===== config.mk =====
export PLATFORM = sky130hd
export DESIGN_NAME = multicycle_controller
export DESIGN_NICKNAME = d
export VERILOG_FILES = /design/src/rtl/multicycle_controller.sv
export SDC_FILE = /design/constraint.sdc
export NUM_CORES = 1
export LEC_CHECK = 0
export CAP_MARGIN = 20
export CELL_PAD_IN_SITES_DETAIL_PLACEMENT = 0
export CELL_PAD_IN_SITES_GLOBAL_PLACEMENT = 1
export CORE_MARGIN = 2
export CORE_UTILIZATION = 35
export CTS_CLUSTER_SIZE = 20
export DETAILED_ROUTE_END_ITERATION = 12
export HOLD_SLACK_MARGIN = 0.08
export PLACE_DENSITY_LB_ADDON = 0.1
export SETUP_SLACK_MARGIN = 0.3
export SLEW_MARGIN = 0
export SYNTH_ARGS = -nofsm -noshare
export SYNTH_HDL_FRONTEND = slang
export SYNTH_SLANG_ARGS = --single-unit
export TNS_END_PERCENT = 5

===== constraint.sdc =====
create_clock -name clk -period 3.3 [get_ports clk]
set_input_delay 0.495 -clock clk [delete_from_list [all_inputs] [get_ports clk]]
set_output_delay 0.495 -clock clk [all_outputs]
set_load 0.02 [all_outputs]

===== src/rtl/multicycle_controller.sv =====
// -----------------------------------------------------------------------------
// multicycle_controller
//   Control FSM for a multicycle RV32 subset (R-type, I-ALU, load, store and,
//   optionally, conditional branch). Sequences FETCH -> DECODE -> EXECUTE ->
//   [MEM] -> [WB] and traps on illegal opcodes or on a memory that fails to
//   acknowledge within TIMEOUT cycles. Counts retired instructions.
//
//   Build option: define RISCV_BRANCH_EN to make opcode 1100011 legal. Without
//   it that opcode traps as illegal and pc_sel is held at 0.
//
// Ports
//   clk, rst              clock, synchronous active-high reset
//   instruction           instruction register contents (valid from DECODE)
//   imem_ack, dmem_ack    memory handshake completions
//   branch_taken          branch comparison result from the datapath
//   imem_req, ir_write_en instruction fetch request / IR load strobe
//   alu_op                ALU operation (add outside EXECUTE/MEM)
//   sel_bw_imm_rs2        ALU operand B: 0 = immediate, 1 = rs2
//   dmem_read_en/_write_en data memory requests
//   wr_back_sel           write-back source: 0 = memory data, 1 = ALU result
//   regfile_write_enable  register file write strobe
//   pc_write_en, pc_sel   PC update strobe / 0 = PC+4, 1 = branch target
//   illegal_instr         sticky: unsupported opcode decoded
//   bus_error             sticky: memory acknowledge timeout
//   retired_count         completed instructions, wraps modulo 2^CNT_WIDTH
// -----------------------------------------------------------------------------
module multicycle_controller #(
    parameter int instr_width  = 32,
    parameter int alu_op_width = 4,
    parameter int TIMEOUT      = 16,
    parameter int CNT_WIDTH    = 32
) (
    input  logic                    clk,
    input  logic                    rst,
    input  logic [instr_width-1:0]  instruction,
    input  logic                    imem_ack,
    input  logic                    dmem_ack,
    input  logic                    branch_taken,
    output logic                    imem_req,
    output logic                    ir_write_en,
    output logic [alu_op_width-1:0] alu_op,
    output logic                    sel_bw_imm_rs2,
    output logic                    dmem_read_en,
    output logic                    dmem_write_en,
    output logic                    wr_back_sel,
    output logic                    regfile_write_enable,
    output logic                    pc_write_en,
    output logic                    pc_sel,
    output logic                    illegal_instr,
    output logic                    bus_error,
    output logic [CNT_WIDTH-1:0]    retired_count
);

    localparam int WAIT_W = $clog2(TIMEOUT + 1);

    localparam logic [6:0] OP_R      = 7'b0110011;
    localparam logic [6:0] OP_I      = 7'b0010011;
    localparam logic [6:0] OP_LOAD   = 7'b0000011;
    localparam logic [6:0] OP_STORE  = 7'b0100011;
    localparam logic [6:0] OP_BRANCH = 7'b1100011;
    localparam logic [6:0] F7_ALT    = 7'b0100000;

    localparam logic [alu_op_width-1:0] ALU_ADD  = alu_op_width'(0);
    localparam logic [alu_op_width-1:0] ALU_SUB  = alu_op_width'(1);
    localparam logic [alu_op_width-1:0] ALU_SLL  = alu_op_width'(2);
    localparam logic [alu_op_width-1:0] ALU_SLT  = alu_op_width'(3);
    localparam logic [alu_op_width-1:0] ALU_SLTU = alu_op_width'(4);
    localparam logic [alu_op_width-1:0] ALU_XOR  = alu_op_width'(5);
    localparam logic [alu_op_width-1:0] ALU_SRL  = alu_op_width'(6);
    localparam logic [alu_op_width-1:0] ALU_SRA  = alu_op_width'(7);
    localparam logic [alu_op_width-1:0] ALU_OR   = alu_op_width'(8);
    localparam logic [alu_op_width-1:0] ALU_AND  = alu_op_width'(9);

    typedef enum logic [2:0] {FETCH, DECODE, EXECUTE, MEM, WB, TRAP} state_t;
    typedef enum logic [2:0] {C_R, C_I, C_LOAD, C_STORE, C_BRANCH} cls_t;

    state_t                 r_state;
    cls_t                   r_cls;
    logic [WAIT_W-1:0]      r_wait;
    logic [CNT_WIDTH-1:0]   r_retired;
    logic                   r_illegal;
    logic                   r_bus_error;

    logic [6:0]             w_opcode;
    logic [2:0]             w_func3;
    logic [6:0]             w_func7;
    logic                   w_legal;
    cls_t                   w_cls;
    logic [alu_op_width-1:0] w_alu_op;
    logic [WAIT_W-1:0]      w_wait_inc;
    logic                   w_unused;

    assign w_opcode   = instruction[6:0];
    assign w_func3    = instruction[14:12];
    assign w_func7    = instruction[31:25];
    assign w_wait_inc = r_wait + 1'b1;

    // Register/immediate fields are consumed by the datapath, not here.
`ifdef RISCV_BRANCH_EN
    assign w_unused = ^{instruction[24:15], instruction[11:7]};
`else
    assign w_unused = ^{instruction[24:15], instruction[11:7], branch_taken};
`endif

    // Opcode legality and instruction class
    always_comb begin
        w_legal = 1'b1;
        w_cls   = C_BRANCH;
        case (w_opcode)
            OP_R:     w_cls = C_R;
            OP_I:     w_cls = C_I;
            OP_LOAD:  w_cls = C_LOAD;
            OP_STORE: w_cls = C_STORE;
`ifdef RISCV_BRANCH_EN
            OP_BRANCH: w_cls = C_BRANCH;
`endif
            default:  w_legal = 1'b0;
        endcase
    end

    // ALU operation from func3/func7; I-ALU never uses the sub encoding.
    always_comb begin
        w_alu_op = ALU_ADD;
        if (w_opcode == OP_R || w_opcode == OP_I) begin
            case (w_func3)
                3'b000:  w_alu_op = (w_opcode == OP_R && w_func7 == F7_ALT) ? ALU_SUB : ALU_ADD;
                3'b001:  w_alu_op = ALU_SLL;
                3'b010:  w_alu_op = ALU_SLT;
                3'b011:  w_alu_op = ALU_SLTU;
                3'b100:  w_alu_op = ALU_XOR;
                3'b101:  w_alu_op = (w_func7 == F7_ALT) ? ALU_SRA : ALU_SRL;
                3'b110:  w_alu_op = ALU_OR;
                default: w_alu_op = ALU_AND;
            endcase
        end
`ifdef RISCV_BRANCH_EN
        else if (w_opcode == OP_BRANCH) begin
            w_alu_op = ALU_SUB;
        end
`endif
    end

    // State, wait counter, sticky traps and retirement counter
    always_ff @(posedge clk) begin
        if (rst) begin
            r_state     <= FETCH;
            r_cls       <= C_R;
            r_wait      <= '0;
            r_retired   <= '0;
            r_illegal   <= 1'b0;
            r_bus_error <= 1'b0;
        end else begin
            if (pc_write_en) begin
                r_retired <= r_retired + 1'b1;
            end
            // The counter only runs while waiting; holding it at zero elsewhere
            // guarantees it starts from zero on entry to FETCH or MEM.
            r_wait <= '0;
            case (r_state)
                FETCH: begin
                    if (imem_ack) begin
                        r_state <= DECODE;
                    end else if (w_wait_inc == WAIT_W'(TIMEOUT)) begin
                        r_state     <= TRAP;
                        r_bus_error <= 1'b1;
                    end else begin
                        r_wait <= w_wait_inc;
                    end
                end
                DECODE: begin
                    r_cls <= w_cls;
                    if (w_legal) begin
                        r_state <= EXECUTE;
                    end else begin
                        r_state   <= TRAP;
                        r_illegal <= 1'b1;
                    end
                end
                EXECUTE: begin
                    case (r_cls)
                        C_LOAD, C_STORE: r_state <= MEM;
                        C_BRANCH:        r_state <= FETCH;
                        default:         r_state <= WB;
                    endcase
                end
                MEM: begin
                    if (dmem_ack) begin
                        r_state <= (r_cls == C_LOAD) ? WB : FETCH;
                    end else if (w_wait_inc == WAIT_W'(TIMEOUT)) begin
                        r_state     <= TRAP;
                        r_bus_error <= 1'b1;
                    end else begin
                        r_wait <= w_wait_inc;
                    end
                end
                WB:      r_state <= FETCH;
                TRAP:    r_state <= TRAP;
                default: r_state <= FETCH;
            endcase
        end
    end

    // Strobes decode from the state register; the handshake-completing ones
    // (ir_write_en, store retirement) also need the same-cycle ack.
    always_comb begin
        imem_req             = 1'b0;
        ir_write_en          = 1'b0;
        alu_op               = ALU_ADD;
        dmem_read_en         = 1'b0;
        dmem_write_en        = 1'b0;
        wr_back_sel          = 1'b0;
        regfile_write_enable = 1'b0;
        pc_write_en          = 1'b0;
        pc_sel               = 1'b0;
        if (!rst) begin
            case (r_state)
                FETCH: begin
                    imem_req    = 1'b1;
                    ir_write_en = imem_ack;
                end
                EXECUTE: begin
                    alu_op = w_alu_op;
`ifdef RISCV_BRANCH_EN
                    if (r_cls == C_BRANCH) begin
                        pc_write_en = 1'b1;
                        pc_sel      = branch_taken;
                    end
`endif
                end
                MEM: begin
                    alu_op        = w_alu_op;
                    dmem_read_en  = (r_cls == C_LOAD);
                    dmem_write_en = (r_cls == C_STORE);
                    pc_write_en   = (r_cls == C_STORE) && dmem_ack;
                end
                WB: begin
                    regfile_write_enable = 1'b1;
                    pc_write_en          = 1'b1;
                    wr_back_sel          = (r_cls != C_LOAD);
                end
                default: ;
            endcase
        end
    end

    assign sel_bw_imm_rs2 = !(w_opcode == OP_I || w_opcode == OP_LOAD || w_opcode == OP_STORE);
    assign illegal_instr  = r_illegal;
    assign bus_error      = r_bus_error;
    assign retired_count  = r_retired;

endmodule


==> impl_metrics.json <==
{
  "cts_made_buffers": 5,
  "grt_pass1_wl_um": 9670,
  "hold-path-endpoint": "illegal_instr$_SDFFE_PP0P_",
  "routabilityCongestion": 0.772,
  "ant_nets": 0,
  "yosys_warnings": 0,
  "arrival_ps": 2410,
  "grt_antenna_before_repair": 0,
  "syn_inst": 291,
  "hold_viol": 0,
  "r2r-end": "retired_count[27]$_SDFFE_PP0P_",
  "status": "completed",
  "power_density_nw_per_um2": 310,
  "r2r-start": "retired_count[2]$_SDFFE_PP0P_",
  "p_sw_share_pct": 24.7,
  "critical_path_class": "in -> out",
  "whs_path_depth": 2,
  "dieHeight_um": 87.0,
  "clock_skew_ps": 4.77,
  "drive_above_1_share_pct": 5.93,
  "p_int_mw": 0.750,
  "vdd_drop_max_mv": 0.127,
  "met3_length_um": 233,
  "fin_crit_ps": 2910,
  "max_freq_ghz": 0.344,
  "place_hpwl_um": 4130,
  "fin_nets": 392,
  "ff2ff_path_depth": 5,
  "cap_violations": 0,
  "dieArea_um2": 7580,
  "maxUsedRoutingLayer": "met4",
  "hold_class": "reg -> reg",
  "end_kind": "output pin",
  "netlist_area_um2": 2410,
  "start_util_pct": 35.9,
  "wl_met2_um": 2710,
  "clockBufferDepth": 2,
  "rsz0062_at_grt": "no",
  "p_leak_nw": 1.03,
  "ctsRootBufferMaster": "clkbuf_8",
  "drt_wl_total_um": 5930,
  "cts_tree": "yes",
  "dp_slack_ps": -132,
  "remaining_drc_errors": 0,
  "p_clk_share_pct": 33.8,
  "syn_avg_cell_area_um2": 8.29,
  "clock_latency_ps": 290,
  "grt_overflow": 0,
  "syn_to_final_growth_pct": 33.4,
  "cp.required_ps": 2800,
  "firstDrtPassIters": 4,
  "post_cts_buffers": 0,
  "track_usage_pct": 15.7,
  "drv_slew": 0,
  "multi_input_area_um2": 1430,
  "path_max_fanout": 5,
  "start_kind": "input port",
  "ff_latch_area_um2": 901,
  "grt_max_degree": 39,
  "htree_levels": 2,
  "ys_seq_area_share_pct": 37.3,
  "clkSinkCount": 45,
  "setup_viol_count_final": 0,
  "grt_pass1_vias": 2056,
  "hold_slack_ps": 472,
  "initialDrtViolationCount": 85,
  "vias_per_cell": 5.15,
  "rows": 30,
  "worst_slack_ps": 391,
  "worstHoldStart": "illegal_instr$_SDFFE_PP0P_",
  "routedWlPerCell_um": 13.7,
  "ys_ff_latch": 45,
  "synth.distinct_cells": 41,
  "p_comb_share_pct": 10.1,
  "diodes": 0,
  "tightest_slew_ps": 581,
  "period_share_pct": 88.2,
  "clk_pin_slew_worst_paths_ps": 90,
  "layout.cells.most_common_list": "clkdlybuf4s50_1 (65), nor2_1 (48), dfxtp_1 (45)",
  "r2r_setup_slack_ps": 1110,
  "fill_cells": 675,
  "pin_count": 84,
  "die_width_um": 87.0,
  "wl_met1_um": 2950,
  "core_area_um2": 6720,
  "synth_nets": 330,
  "via_count": 2233,
  "power_frac_seq_pct": 56.1,
  "portBuffers": 66,
  "power.net_switching_mw": 0.246,
  "max_slew_margin_pct": 61.1,
  "mostFrequentLayoutCell": "clkdlybuf4s50_1"
}
[routing by layer]
metal	vias to the layer above	track usage [%]
li1	1150	-
met1	1034	21.4
met2	44	25.5
met3	5	3.03
met4	0	4.12
met5	-	0
[cell usage after synthesis]
master	number	area, µm²
nor4_1	15	93.8
ha_1	2	25.0
a41oi_4	1	27.5
a2111oi_0	1	8.76
or3b_2	1	8.76
a21oi_1	11	55.1
nor3b_1	2	15.0
buf_2	1	5.00
a211o_1	1	8.76
and4bb_2	2	25.0
and2_1	7	43.8
buf_4	1	7.51
inv_1	3	11.3
dfxtp_1	45	901
a22oi_1	1	7.51
or4b_1	1	10.0
xor2_1	4	35.0
nand3_1	9	45.0
o21ai_0	6	30.0
buf_6	4	45.0
nor4b_2	1	15.0
and4_1	4	35.0
or4_1	1	7.51
nand2b_1	5	31.3
a31oi_1	2	12.5
nand2_1	21	78.8
nor2b_1	6	37.5
clkbuf_1	10	37.5
nor4b_4	1	23.8
nor2_1	48	180
conb_1	1	3.75
mux2i_1	5	50.1
a32oi_1	1	8.76
nor4bb_1	1	10.0
a211oi_1	1	7.51
and3_1	5	31.3
xnor2_1	29	254
nand3b_1	2	15.0
nor3_1	13	65.1
nand4_1	13	81.3
or3_1	3	18.8
[kinds of logic (layout without fill, tap and decap cells)]
logic type | count (synthesis) | in the layout | share of synthesized area (%)
other | 1 | 1 | 0.155
flip-flops | 45 | 45 | 37.3
buffers and inverters | 19 | 82 | 4.41
adder cells (fa/ha/maj) | 2 | 2 | 1.04
AND/OR/NAND/NOR | 161 | 161 | 36.1
multiplexers | 5 | 5 | 2.07
AO/OA/AOI/OAI | 25 | 25 | 6.90
XOR/XNOR | 33 | 33 | 12.0
[state kept, by name, summed over array words and instances, names as in the netlist]
| name | count |
|---|---|
| bus_error | 1 |
| illegal_instr | 1 |
| r_cls | 3 |
| r_state | 3 |
| r_wait | 5 |
| retired_count | 32 |
[metrics by stage]
stage	instance area, µm²	setup TNS, ps	util, %	std cells	total power, mW
4_1_cts	3200	0	47.7	434	1.02
3_5_place_dp	3120	-132	46.4	426	0.672
3_3_place_gp	3120	-138	46.4	426	0.671
6_report	3220	0	47.9	434	0.997
5_1_grt	3220	0	47.9	434	1.04
2_1_floorplan	2410	0	-	291	0.627
[worst max path at each step]
stage	startpoint	to	slack, ps	cells after the start
after floorplan	instruction[27]	alu_op[0]	510	5
after global routing	instruction[27]	alu_op[0]	290	7
after detailed placement	instruction[27]	alu_op[0]	-130	7
after CTS	instruction[27]	alu_op[0]	370	7
final	rst	pc_write_en	390	6
after global placement	instruction[27]	alu_op[0]	-140	7
[worst max-delay path: stages]
cell and delay (ps):
clkdlybuf4s50_1 450, buf_4 180, and4bb_2 340, a41oi_4 130
inv_1 180, clkdlybuf4s50_1 630
[power groups by stage]
stage	registers, mW	clock network [mW]	logic, mW
after floorplan	0.568	0	0.0587
after CTS	0.560	0.355	0.100
final	0.559	0.337	0.101
after global placement	0.572	0	0.0990
after global routing	0.561	0.374	0.110
after detailed placement	0.572	0	0.0992
[final cells by class]
class | count | area share [%]
clock buffers | 7 | 2.37
clock inverters | 1 | 0.233
inverters | 3 | 0.350
multi-input cells | 227 | 44.4
flip-flops and latches | 45 | 28.0
well taps | 80 | 3.11
repair buffers | 71 | 21.5
[repair_timing]
action,CTS,global route
hold buffers,0,0
resized for setup,6,3
endpoints found under the setup margin,1,1
Note: power is estimated with default switching activity, not from simulation.
